**src/rtl/reg_file8x16.sv**
```systemverilog
// Eight-entry register file with write-through bypass, per-register dirty mask
// and a sequenced clear engine that zeroes one register per cycle.
module reg_file8x16 #(
    parameter int WIDTH = 16
) (
    input  logic             clk,
    input  logic             rst_n,
    input  logic [WIDTH-1:0] inp,
    input  logic             wr_en,
    input  logic [2:0]       wr_line,
    input  logic [2:0]       rd_line_a,
    input  logic [2:0]       rd_line_b,
    input  logic             clr,
    output logic [WIDTH-1:0] out_a,
    output logic [WIDTH-1:0] out_b,
    output logic             busy,
    output logic [7:0]       dirty
);
    typedef enum logic {
        IDLE     = 1'b0,
        CLEARING = 1'b1
    } state_t;

    state_t           r_state;
    state_t           w_state_nxt;
    logic [2:0]       r_cnt;
    logic [2:0]       w_cnt_nxt;
    logic [WIDTH-1:0] r_mem [8];
    logic [7:0]       r_dirty;
    logic             w_wr;
    logic             w_clr_step;
    logic             w_byp_a;
    logic             w_byp_b;

    // clr wins over a same-cycle write; both are ignored while clearing
    always_comb begin
        w_state_nxt = r_state;
        w_cnt_nxt   = r_cnt;
        w_wr        = 1'b0;
        w_clr_step  = 1'b0;
        case (r_state)
            IDLE: begin
                if (clr) begin
                    w_state_nxt = CLEARING;
                    w_cnt_nxt   = 3'd0;
                end else begin
                    w_wr = wr_en;
                end
            end
            CLEARING: begin
                w_clr_step = 1'b1;
                w_cnt_nxt  = r_cnt + 3'd1;
                if (r_cnt == 3'd7) begin
                    w_state_nxt = IDLE;
                end
            end
            default: w_state_nxt = IDLE;
        endcase
    end

    always_ff @(posedge clk or negedge rst_n) begin
        if (!rst_n) begin
            r_state <= IDLE;
            r_cnt   <= 3'd0;
        end else begin
            r_state <= w_state_nxt;
            r_cnt   <= w_cnt_nxt;
        end
    end

    always_ff @(posedge clk or negedge rst_n) begin
        if (!rst_n) begin
            for (int i = 0; i < 8; i++) begin
                r_mem[i] <= '0;
            end
            r_dirty <= 8'h00;
        end else if (w_wr) begin
            r_mem[wr_line]   <= inp;
            r_dirty[wr_line] <= 1'b1;
        end else if (w_clr_step) begin
            r_mem[r_cnt]   <= '0;
            r_dirty[r_cnt] <= 1'b0;
        end
    end

    // Bypass only when the write will actually land on this edge
    assign w_byp_a = w_wr && (wr_line == rd_line_a);
    assign w_byp_b = w_wr && (wr_line == rd_line_b);

    assign out_a = w_byp_a ? inp : r_mem[rd_line_a];
    assign out_b = w_byp_b ? inp : r_mem[rd_line_b];
    assign busy  = (r_state == CLEARING);
    assign dirty = r_dirty;

endmodule

```
**config.mk**
```make
export PLATFORM = sky130hd
export DESIGN_NAME = reg_file8x16
export DESIGN_NICKNAME = d
export VERILOG_FILES = /design/src/rtl/reg_file8x16.sv
export SDC_FILE = /design/constraint.sdc
export NUM_CORES = 1
export LEC_CHECK = 0
export CAP_MARGIN = 10
export CORE_MARGIN = 3
export CORE_UTILIZATION = 57
export DETAILED_ROUTE_END_ITERATION = 10
export MAX_ROUTING_LAYER = met4
export PLACE_DENSITY = 0.78
export REMOVE_ABC_BUFFERS = 1
export SLEW_MARGIN = 10
export SYNTH_ARGS = -nofsm -noshare
export SYNTH_HDL_FRONTEND = slang
export SYNTH_SLANG_ARGS = --single-unit
```
**constraint.sdc**
```tcl
create_clock -name clk -period 3.3 [get_ports clk]
set_input_delay 0.825 -clock clk [delete_from_list [all_inputs] [get_ports clk]]
set_output_delay 0.825 -clock clk [all_outputs]
set_load 0.01 [all_outputs]
```
==> flow_summary.ini <==
[place]
dp_hpwl_um = 17700
io_buffer_count = 69
dp_slack_ns = -0.544
dpl_cell_area_um2 = 10000
gp_congestion = 0.933

[routing]
viasPerCell = 7.80
wl_met1_um = 10600
first_pass_iters = 9
wirelength_um = 31400
ant_nets = 0
top_layer_used = met4
drtIter0Drc = 1409
wl_per_cell_um = 30.1
route.met3.wl_um = 4350
num_vias = 8154
drc = 0
wl_met2_um = 14300

[floorplanning]
row_count = 44
core_region_area_um2 = 14800
start_util = 0.590
dieWidth_um = 130
die_area_um2 = 16800
die_h_um = 130
pin_count = 70

[clock_network]
clock_sinks = 140
cts_max_level = 4
clockBufferDepth = 2
clk_latency_ns = 0.43
cts_tree = done
path_clk_slew_ns = 0.06
cts_made_buffers = 17
cts-root-buf = clkbuf_16

[synthesis]
ys_seq_area_frac = 0.403
yosysWarnings = 0
postSynthAreaPerCell_um2 = 11.4
ys_seq_elements = 140
ys_types = 46
syn-cell-area_um2 = 8700
syn_inst = 766

[worst_setup_path]
criticalPathCategory = input port to primary output
r2r-end = r_mem[60]
r2r_cells = 4
critPathLaunchType = input port
critPathCaptureType = primary output
required_ns = 2.47
crit_arrival_ns = 2.45
cp_max_fo = 7
r2r-start = busy
regToRegSetupSlack_ns = 0.66

[worst_hold_path]
hp-class = input port to asynchronous set/reset pin

[status]
status = completed

[grt]
grt_overflow = 0
grt_pass1_vias = 8270
grt_use_total = 0.386
grt_max_degree = 85
antenna_found_initial = 0
grt_pass1_wl_um = 46800

[timing]
worstMarginPinSlew_ns = 1.31
hold_violations = 0
fin_skew_ns = 0.00690
fin_crit_ns = 3.27
setup_violations = 0
layout_setup_ws_ns = 0.0283
slew_viol_final = 0
max_slew_margin = 0.128
finalCritPeriodShare = 0.991
rsz0062_at_grt = no
holdWs_ns = 0.369
max_freq_ghz = 0.306

[job]
drv_cap = 0

[pwr]
vdd.ir_drop.worst_v = 0.000535
power.leakage_uw = 0.00472
powerDensity_nw_per_um2 = 699
p_total_uw = 7700

[final_layout]
antenna_cells = 0
final_nets = 880
finalInstanceArea_um2 = 11000
drive_gt1_frac = 0.348
syn_to_final_growth_pct = 26.6
==> cells in the final DEF, fill, tap and decap left out, drive strengths merged, types with 2 or more instances in the layout <==
cell           instances
a21o                   2
a21oi                  3
a22o                  64
a2bb2oi                2
a31oi                  2
buf                   98
bufinv                 7
clkbuf                30
clkdlybuf4s15         20
clkdlybuf4s50         25
clkinv                 4
dfrtp                140
dlygate4sd2            6
ha                     2
inv                   50
mux2                  64
mux4                  64
nand2                  4
nand2b                 2
nand3                144
nand3b                 2
nand4                  2
nor2                   8
nor2b                 19
nor3                   3
nor3b                  2
o21ai                 16
o221ai                 4
o311ai                48
o31ai                  2
o32a                   4
or3b                   3
xnor2                  6
==> sequential cells by signal, summed over array words and instances (netlist names) <==
name and cells:
r_cnt 3, r_mem 128, dirty 8, busy 1
==> power breakdown <==
group	switching (uW)	total (uW)	internal, uW
Clock	769	2280	1510
Combinational	1370	2630	1250
Sequential	613	2800	2180
==> critical path, cell delays in order <==
cell and delay [ns]:
buf_6 0.14, clkbuf_16 0.19, mux4_2 0.51, mux2_2 0.30, mux2_2 0.26, clkdlybuf4s15_2 0.23
==> routing by layer <==
| layer | vias to the layer above | track usage |
|---|---|---|
| li1 | 3125 | - |
| met1 | 3947 | 0.473 |
| met2 | 820 | 0.572 |
| met3 | 262 | 0.119 |
| met4 | 0 | 0.216 |
| met5 | - | - |
==> Yosys cell counts, drive strengths merged <==
master / instances / area, um^2
nor3b: 2 / 26.3
and3b: 1 / 8.76
and3: 1 / 6.26
nor2: 8 / 52.6
a31oi: 2 / 12.5
nor2b: 19 / 119
nor4b: 1 / 23.8
clkbuf: 70 / 264
a22o: 64 / 561
nor3: 3 / 31.3
o221ai: 4 / 41.3
o32a: 4 / 40.0
a21o: 2 / 15.0
nand2b: 2 / 12.5
a2bb2oi: 2 / 23.8
or4b: 1 / 10.0
ha: 2 / 25.0
o31ai: 2 / 15.0
nor4bb: 1 / 10.0
or3b: 3 / 26.3
buf: 27 / 160
mux4: 64 / 1440
nand4: 2 / 25.0
nand3: 144 / 721
a21oi: 3 / 15.0
inv: 50 / 188
nand3b: 2 / 15.0
o311ai: 48 / 420
xnor2: 6 / 52.6
mux2: 64 / 721
o21bai: 1 / 7.51
nand2: 4 / 15.0
nand4bb: 1 / 11.3
dfrtp: 140 / 3500
o21ai: 16 / 80.1
==> area by class of cell <==
| type | count | area (um^2) |
|---|---|---|
| Multi-Input combinational cell | 479 | 4710 |
| Fill cell | 911 | 3740 |
| Sequential cell | 140 | 3500 |
| Timing Repair Buffer | 161 | 1690 |
| Clock buffer | 20 | 447 |
| Clock inverter | 12 | 241 |
| Tap cell | 184 | 230 |
| Inverter | 50 | 188 |
==> cells by family after synthesis <==
group / share of synthesized area
adder cells (fa/ha/maj): 0.00288
XOR/XNOR: 0.00604
AND/OR/NAND/NOR: 0.128
multiplexers: 0.249
AO/OA/AOI/OAI: 0.142
buffers and inverters: 0.0703
flip-flops: 0.403
==> how the worst max path moves through the flow <==
stage / depth (start not counted) / startpoint / to / slack [ns]
3_5_place_dp: 7 / rd_line_a[1] / out_a[5] / -0.54
6_report: 6 / rd_line_a[0] / out_a[8] / 0.03
2_1_floorplan: 3 / busy / r_mem[0] / -1.98
5_1_grt: 6 / rd_line_a[0] / out_a[8] / 0.01
3_3_place_gp: 6 / rd_line_a[1] / out_a[15] / -0.54
4_1_cts: 6 / rd_line_b[0] / out_b[12] / -0.01
==> metrics by stage <==
stage,std cells,util,TNS [ns]
6_report,1046,0.747,0
4_1_cts,1039,0.739,-0.0114
2_1_floorplan,669,-,-93.04
3_3_place_gp,1004,0.679,-15.19
3_5_place_dp,1004,0.679,-15.63
5_1_grt,1046,0.747,0
==> repair_timing <==
| item | in CTS | in global routing |
|---|---|---|
| pin swaps | 3 | 0 |
| gates cloned | 2 | 4 |
| hold buffers | 0 | 0 |
| gates resized for setup | 127 | 12 |
| endpoints found under the setup margin | 32 | 29 |
| setup buffers | 1 | 3 |
Note: power is estimated with default switching activity, not from simulation.
